==> src/rtl/axi4_sram_slave.sv <==
// AXI4 slave front end for a single-port synchronous SRAM: one burst at a time,
// fair read/write arbitration, and a 2-entry read buffer that absorbs rready stalls.
module axi4_sram_slave #(
  parameter int A  = 32,
  parameter int N  = 4,
  parameter int I  = 1,
  localparam int B  = $clog2(N),
  localparam int MW = A - B
) (
  input  logic           aclk,
  input  logic           areset,
  // AR channel
  input  logic [I-1:0]   arid,
  input  logic [A-1:0]   araddr,
  input  logic [7:0]     arlen,
  input  logic [2:0]     arsize,
  input  logic [1:0]     arburst,
  input  logic [3:0]     arcache,
  input  logic           arlock,
  input  logic [2:0]     arprot,
  input  logic [3:0]     arqos,
  input  logic [3:0]     arregion,
  input  logic           arvalid,
  output logic           arready,
  // AW channel
  input  logic [I-1:0]   awid,
  input  logic [A-1:0]   awaddr,
  input  logic [7:0]     awlen,
  input  logic [2:0]     awsize,
  input  logic [1:0]     awburst,
  input  logic [3:0]     awcache,
  input  logic           awlock,
  input  logic [2:0]     awprot,
  input  logic [3:0]     awqos,
  input  logic [3:0]     awregion,
  input  logic           awvalid,
  output logic           awready,
  // W channel
  input  logic [I-1:0]   wid,
  input  logic [8*N-1:0] wdata,
  input  logic [N-1:0]   wstrb,
  input  logic           wlast,
  input  logic           wvalid,
  output logic           wready,
  // B channel
  output logic [I-1:0]   bid,
  output logic [1:0]     bresp,
  output logic           bvalid,
  input  logic           bready,
  // R channel
  output logic [I-1:0]   rid,
  output logic [8*N-1:0] rdata,
  output logic [1:0]     rresp,
  output logic           rlast,
  output logic           rvalid,
  input  logic           rready,
  // SRAM port
  output logic           mem_en,
  output logic [N-1:0]   mem_we,
  output logic [MW-1:0]  mem_addr,
  output logic [8*N-1:0] mem_wdata,
  input  logic [8*N-1:0] mem_rdata
);

  typedef enum logic [1:0] {IDLE, WRITE, WRESP, READ} state_t;

  state_t          state, state_nxt;
  logic            last_grant_wr;
  logic [I-1:0]    id_q;
  logic [MW-1:0]   addr_q;
  logic [7:0]      len_q;
  logic [1:0]      burst_q;
  logic [8:0]      beat_cnt;
  logic [8:0]      ret_cnt;
  logic            inflight;
  logic [8*N-1:0]  fifo_mem [2];
  logic            fifo_wp, fifo_rp;
  logic [1:0]      fifo_count;

  logic            err_burst;
  logic            grant_rd;
  logic            w_hs;
  logic            pop;
  logic [2:0]      occ;
  logic            rd_issue;
  logic            unused_inputs;

  assign unused_inputs = ^{arsize, arcache, arlock, arprot, arqos, arregion, araddr,
                           awsize, awcache, awlock, awprot, awqos, awregion, awaddr,
                           wid, wlast};

  assign err_burst = (burst_q == 2'b11);
  assign grant_rd  = arvalid & (~awvalid | last_grant_wr);
  assign w_hs      = (state == WRITE) & wvalid;

  assign rvalid = (fifo_count != 2'd0);
  assign rdata  = fifo_mem[fifo_rp];
  assign rlast  = rvalid & (ret_cnt == {1'b0, len_q});
  assign rid    = id_q;
  assign rresp  = err_burst ? 2'b10 : 2'b00;
  assign bid    = id_q;
  assign bresp  = err_burst ? 2'b10 : 2'b00;
  assign pop    = rvalid & rready;

  // A read may issue only if the buffer will still have room when its data returns.
  assign occ      = {1'b0, fifo_count} + {2'b00, inflight};
  assign rd_issue = (state == READ) & ~areset & (beat_cnt <= {1'b0, len_q}) &
                    ((occ - {2'b00, pop}) < 3'd2);

  always_ff @(posedge aclk) begin
    if (areset) state <= IDLE;
    else        state <= state_nxt;
  end

  always_comb begin
    state_nxt = state;
    arready   = 1'b0;
    awready   = 1'b0;
    wready    = 1'b0;
    bvalid    = 1'b0;
    mem_en    = 1'b0;
    mem_we    = '0;
    mem_addr  = '0;
    mem_wdata = '0;
    case (state)
      IDLE: begin
        if (!areset) begin
          arready = arvalid & grant_rd;
          awready = awvalid & ~grant_rd;
          if (arready)      state_nxt = READ;
          else if (awready) state_nxt = WRITE;
        end
      end
      WRITE: begin
        wready = 1'b1;
        if (wvalid) begin
          mem_en    = ~err_burst & ~areset;
          mem_we    = (~err_burst & ~areset) ? wstrb : '0;
          mem_addr  = addr_q;
          mem_wdata = wdata;
          if (beat_cnt == {1'b0, len_q}) state_nxt = WRESP;
        end
      end
      WRESP: begin
        bvalid = 1'b1;
        if (bready) state_nxt = IDLE;
      end
      READ: begin
        if (rd_issue) begin
          mem_en   = ~err_burst;
          mem_addr = addr_q;
        end
        if (pop && rlast) state_nxt = IDLE;
      end
      default: state_nxt = IDLE;
    endcase
  end

  // Burst context, beat counters and the read buffer.
  always_ff @(posedge aclk) begin
    if (areset) begin
      last_grant_wr <= 1'b0;
      id_q          <= '0;
      addr_q        <= '0;
      len_q         <= '0;
      burst_q       <= '0;
      beat_cnt      <= '0;
      ret_cnt       <= '0;
      inflight      <= 1'b0;
      fifo_mem[0]   <= '0;
      fifo_mem[1]   <= '0;
      fifo_wp       <= 1'b0;
      fifo_rp       <= 1'b0;
      fifo_count    <= '0;
    end else begin
      if (arready) begin
        id_q          <= arid;
        addr_q        <= araddr[A-1:B];
        len_q         <= arlen;
        burst_q       <= arburst;
        last_grant_wr <= 1'b0;
        beat_cnt      <= '0;
        ret_cnt       <= '0;
      end else if (awready) begin
        id_q          <= awid;
        addr_q        <= awaddr[A-1:B];
        len_q         <= awlen;
        burst_q       <= awburst;
        last_grant_wr <= 1'b1;
        beat_cnt      <= '0;
        ret_cnt       <= '0;
      end
      if (w_hs || rd_issue) begin
        beat_cnt <= beat_cnt + 9'd1;
        if (burst_q != 2'b00) addr_q <= addr_q + MW'(1);
      end
      inflight <= rd_issue;
      if (inflight) begin
        fifo_mem[fifo_wp] <= err_burst ? '0 : mem_rdata;
        fifo_wp           <= ~fifo_wp;
      end
      if (pop) begin
        ret_cnt <= ret_cnt + 9'd1;
        fifo_rp <= ~fifo_rp;
      end
      fifo_count <= fifo_count + {1'b0, inflight} - {1'b0, pop};
    end
  end

endmodule

==> config.mk <==
export PLATFORM = sky130hd
export DESIGN_NAME = axi4_sram_slave
export DESIGN_NICKNAME = d
export VERILOG_FILES = /design/src/rtl/axi4_sram_slave.sv
export SDC_FILE = /design/constraint.sdc
export NUM_CORES = 1
export LEC_CHECK = 0
export BUFFER_PORTS_ARGS = -buffer_cell sky130_fd_sc_hd__buf_2
export CAP_MARGIN = 10
export CORE_AREA = 3 3 96 167
export DETAILED_ROUTE_END_ITERATION = 10
export DIE_AREA = 0 0 99 170
export HOLD_SLACK_MARGIN = 0.1
export PLACE_DENSITY = 0.88
export REMOVE_ABC_BUFFERS = 1
export SYNTH_ARGS = -nofsm -noshare
export SYNTH_HDL_FRONTEND = slang
export SYNTH_SLANG_ARGS = --single-unit
==> constraint.sdc <==
create_clock -name aclk -period 8.7 [get_ports aclk]
set_input_delay 0.435 -clock aclk [delete_from_list [all_inputs] [get_ports aclk]]
set_output_delay 0.435 -clock aclk [all_outputs]
set_load 0.1 [all_outputs]
# After elaboration in Yosys (flattened, before gate mapping)
# Memories as Yosys holds them, arrays and structs flattened. A register that Yosys moved wholly into a read port is not among the register bits.
# Index checks and enable logic that the tools add are counted.
# totals
rom_bits	0
latch_bits	0
ram_bits	64
output_inout_bits	111
wordCells	111
n_memories	1
register_bits	67
# classes
addsub	7
n_eq_ne	11
multipliers	0
n_bitwise	17
order_cmp	2
reduce_logical	11
mux	50
div_mod_pow	0
n_shift	0
# memory_table
name	words	word_bits	rd	rd_ports_with_merged_regs	write_ports	line_no	text
fifo_mem	2	32	1	1	2	76	logic [8*N-1:0] fifo_mem [2];
# ops
cell	count
30-bit two-way mux	6
32-bit two-way mux	4
30-bit one-hot mux with 2 select lines	1
9-bit two-way mux	4
32-bit OR reduction	1
30-bit by 1-bit adder with 30-bit output (second input constant)	1
1-bit two-way mux	19
9-bit by 1-bit adder with 9-bit output (second input constant)	2
9-bit by 8-bit equality test with 1-bit output	2
2-bit two-way mux	9
8-bit two-way mux	2
4-bit two-way mux	3
1-bit AND	10
9-bit by 8-bit <= comparator with 1-bit output	1
2-bit one-hot mux with 4 select lines	1
2-bit equality test (second input constant)	3
1-bit NOT	6
2-bit nonzero test	3
3-bit nonzero test	2
5-bit AND reduction	1
2-bit by 1-bit inequality test with 1-bit output (second input constant)	2
2-bit inequality test (second input constant)	2
2-bit by 1-bit adder with 3-bit output	1
3-bit by 2-bit less-than comparator with 1-bit output (second input constant)	1
other kinds (11)	11

# Longest topological paths before layout
# depth
depth_word	11
depth_mapped	14
ltp_nobuf	12

# Worst setup path after synthesis
# No wires, ideal clock.
# synth_path
path_kind	reg-to-output
start	register fifo_count[1]
end	output mem_addr[0]
t_arrival_ns	4.223
path_slack_ns	4.042
n_path_buf	2
path_stages_with_launch	14
path_cell_list	dfxtp_1 > o21ai_1 > inv_1 > clkbuf_1 > ha_1 > inv_1 > ha_1 > inv_1 > fa_1 > nand4b_1 > o31ai_4 > clkbuf_1 > nand2_1 > nor2_1
# synth_via
elab_chain_cells	7
elab_cells_between_ends	8
# synth_lines
item	line_no	text
start: declaration	78	logic [1:0] fifo_count;
start signal: assignment	206	fifo_count <= fifo_count + {1'b0, inflight} - {1'b0, pop};
2-bit nonzero test	96	assign rvalid = (fifo_count != 2'd0);
1-bit AND	103	assign pop = rvalid & rready;
net pop	83	logic pop;
3-bit by 1-bit subtractor with 3-bit output	108	((occ - {2'b00, pop}) < 3'd2);
3-bit by 2-bit less-than comparator with 1-bit output	108	
1-bit AND	107	assign rd_issue = (state == READ) & ~areset & (beat_cnt <= {1'b0, len_q}) &
30-bit two-way mux	149	if (rd_issue) begin
30-bit one-hot mux with 2 select lines	125	case (state)
end: declaration	60	output logic [MW-1:0] mem_addr,
# The timed path passes the listed nets, and every way through them passes these cells.

# Final worst setup path
# layout_path
start	register fifo_count[1]
end	output mem_addr[18]
# layout_via
elab_chain_cells	7
elab_cells_between_ends	8
# layout_lines
item	line_no
branches (longest 2 deep; another with 2-bit by 1-bit adder with 3-bit output)	--
3-bit by 1-bit subtractor with 3-bit output *	108
3-bit by 2-bit less-than comparator with 1-bit output *	108
1-bit AND *	107
30-bit two-way mux *	149
30-bit one-hot mux with 2 select lines *	125
# Mark *: on every way between the ends.

==> results.yml <==
place:
  hpwl_um: 17400
  gp_congestion: 0.898
  port_buffers: 265
  dpl-instance-area_um2: 9290
detailed_routing:
  wirelength_um: 24500
  antenna_left: 0
  wl_per_cell_um: 18.9
  drt-vias-per-instance: 6.09
  num_vias: 7910
  first_iter_violations: 520
  first_pass_iters: 5
  remaining_drc_errors: 0
pwr:
  internal-power_mw: 1.38
  sequentialPowerShare_pct: 30.7
  vdd_drop_max_mv: 0.114
  sw_frac_of_total_pct: 44.7
  power_density_nw_per_um2: 252
  comb_power_share_pct: 40.1
  p_sw_mw: 1.11
  p_leak_nw: 4.59
  clkPwrFrac_pct: 29.2
global_routing:
  gr-total-overflow: 0
  busiest_layer: "met2"
  grt_pass1_wl_um: 38300
  grt_use_total_pct: 28.2
  gr-usage-met2_pct: 52.5
  grt_max_degree: 67
  met3_usage_pct: 6.40
  antenna_found_initial: 2
  gr-usage-met1_pct: 30.7
  grt_pass1_vias: 7648
logic_synthesis:
  synth_cells: 885
  ys_warn_count: 0
  ys_types: 57
  yosys_most_used_dff: "dfxtp_1"
  ys_ff_latch: 132
  async_flop_share_pct: 0
  syn_area_per_cell_um2: 9.02
  yosysSeqAreaShare_pct: 41.1
  synth_area_um2: 7980
  synth-edff-count: 64
hold_path:
  holdPathStages: 3
  min_from: "arid"
  hold_path_class: "in -> reg"
timing:
  finalSetupTns_ns: 0
  maxSlewViolCount: 0
  finalCritPeriodShare_pct: 55.3
  finalCriticalPeriod_ns: 4.81
  worst_pin_slew_ns: 1.09
  relSlewSlack_pct: 27.0
  max_clock_freq_mhz: 208
  setup_viol: 0
  rsz0062_at_grt: "no"
  hold_viol: 0
  finClkSkew_ns: 0.0128
clock_tree:
  cts_setup_buffers: 0
  cts_resized: 0
  clockBufferDepth: 2
  cts_tree: "built"
  clk_pin_slew_worst_paths_ns: 0.06
  cts_hold_buf: 0
  htreeDepth: 4
  cts_buffers: 17
  clk_latency_ns: 0.42
  cts-root-buf: "clkbuf_16"
  cts_sinks: 132
die:
  die_w_um: 99
  die_area_um2: 16800
  rows: 59
  io_pins: 312
  die_y_um: 170
  core_um2: 14800
  start_util_pct: 53.8
final_layout:
  drive_gt1_share_pct: 33.3
  fin_nets: 1315
  fill_cells: 1231
  final_area_um2: 9890
  regArea_um2: 3280
  multi_input_area_um2: 4260
  syn_to_final_growth_pct: 23.9
setup_path:
  crit_arrival_ns: 4.38
  critPathKind: "reg -> out"
  cp-end-kind: "output port"
  worstRegToRegCells: 13
  required_ns: 8.27
  timing.rr.start: "fifo_count[1]"
  crit_fanout: 36
  cp-start-kind: "flip-flop"
  worstSetupStartpoint: "fifo_count[1]"
job:
  cap_viol_max_count: 0
outcome:
  run_status: "completed"
## metrics by stage
step	util (%)	setup WS (ns)	std cells	power (mW)	hold slack, ns
global placement	62.6	4.08	1264	1.75	0.495
global route	66.6	3.57	1296	2.59	0.300
floorplan	-	3.86	802	1.54	0.468
detailed placement	62.6	3.98	1264	1.77	0.502
CTS	66.6	3.91	1296	2.50	0.283
finish	66.7	3.89	1298	2.49	0.299
## per-layer routing
metal | part of all wire (%) | vias to the layer above | wire length (um)
li1 | - | 3742 | -
met1 | 35 | 3684 | 8530
met2 | 53 | 421 | 13100
met3 | 9.2 | 59 | 2250
met4 | 2.6 | 4 | 634
met5 | 0.086 | - | 21
## flip-flops by register name, summed over array words and instances (netlist names), named ones only
name	flops
beat_cnt	9
fifo_rp	1
fifo_wp	1
inflight	1
bid	1
ret_cnt	9
burst_q	2
addr_q	30
fifo_mem	64
len_q	8
last_grant_wr	1
fifo_count	2
state	2
## power by group through the flow
stage / registers (mW) / logic, mW / clock network, mW
final: 0.765 / 1.00 / 0.727
after global routing: 0.772 / 1.06 / 0.765
after CTS: 0.763 / 0.995 / 0.737
after detailed placement: 0.776 / 0.990 / 0
after global placement: 0.772 / 0.980 / 0
after floorplan: 0.778 / 0.764 / 0
## Yosys cell counts (all sizes together) (12+ instances only)
master | number | share of area (%)
o211ai | 12 | 1.1
ha | 13 | 2.0
o21ai | 44 | 2.8
inv | 22 | 1.0
and3 | 131 | 10
xor2 | 23 | 2.5
xnor2 | 16 | 1.8
a31oi | 23 | 1.8
edfxtp | 64 | 24
nor3 | 24 | 1.5
mux2 | 32 | 4.5
a211oi | 41 | 4.5
buf | 21 | 1.9
nand2 | 19 | 0.89
dfxtp | 68 | 17
clkbuf | 63 | 3.0
nand4 | 14 | 1.1
nor4 | 22 | 2.0
a21oi | 60 | 3.8
nand3 | 49 | 3.1
nor2 | 56 | 2.7
## cells by family after synthesis
logic type | count (synthesis) | synth area share [%]
fa+ha+maj | 14 | 2.29
xor+xnor | 39 | 4.28
other cells | 1 | 0.0470
simple gates | 353 | 24.8
buf+inv | 107 | 5.91
flops | 132 | 41.1
compound gates | 202 | 16.4
mux | 37 | 5.14
## worst max-delay path, cell delays in order, from the launching register on
cell and delay [ns]:
dfxtp_1 0.36, o21ai_1 0.52, inv_1 0.37, ha_1 0.37, inv_1 0.06, ha_1 0.13
inv_1 0.05, fa_1 0.50, nand4b_1 0.21, o31ai_4 0.23, buf_4 0.36, nand2_1 0.22
nor2_1 0.15, buf_2 0.44
## layout make-up
cell class	instances	area share [%]
multi-input cells	647	43.0
flip-flops and latches	132	33.2
repair buffers	279	14.5
clock buffers	18	4.44
well taps	183	2.31
clock inverters	14	1.67
inverters	23	0.873
diodes	2	0.0506
## cells in the final DEF (no fill, tap or decap), drive strengths merged, types with 3 or more instances in the layout
cell / Yosys / layout
xnor2: 16 / 16
mux2: 32 / 32
or4: 3 / 3
a21oi: 60 / 60
and3: 131 / 131
mux2i: 5 / 5
nor2b: 5 / 5
ha: 13 / 13
clkinv: 1 / 3
nor3b: 5 / 5
xor2: 23 / 23
clkinvlp: 0 / 4
dfxtp: 68 / 68
o211ai: 12 / 12
clkbuf: 63 / 18
nand3: 49 / 49
a311oi: 5 / 5
nor3: 24 / 24
a211oi: 41 / 41
or3: 4 / 4
or2: 3 / 3
edfxtp: 64 / 64
and2: 6 / 6
nand2: 19 / 19
nand4: 14 / 14
a31oi: 23 / 23
nand2b: 7 / 7
buf: 21 / 279
nor4: 22 / 22
inv: 22 / 28
nor2: 56 / 56
o21ai: 44 / 44
o31ai: 4 / 4
## path summary, 6_finish.rpt
path / endpoint / slack (ns)
setup / recovery: mem_addr[18] / 3.89
hold / removal: bid / 0.30
setup reg to reg: addr_q[8] / 3.92
hold reg to reg: ret_cnt[8] / 0.52
(Power assumes the default switching activity.)
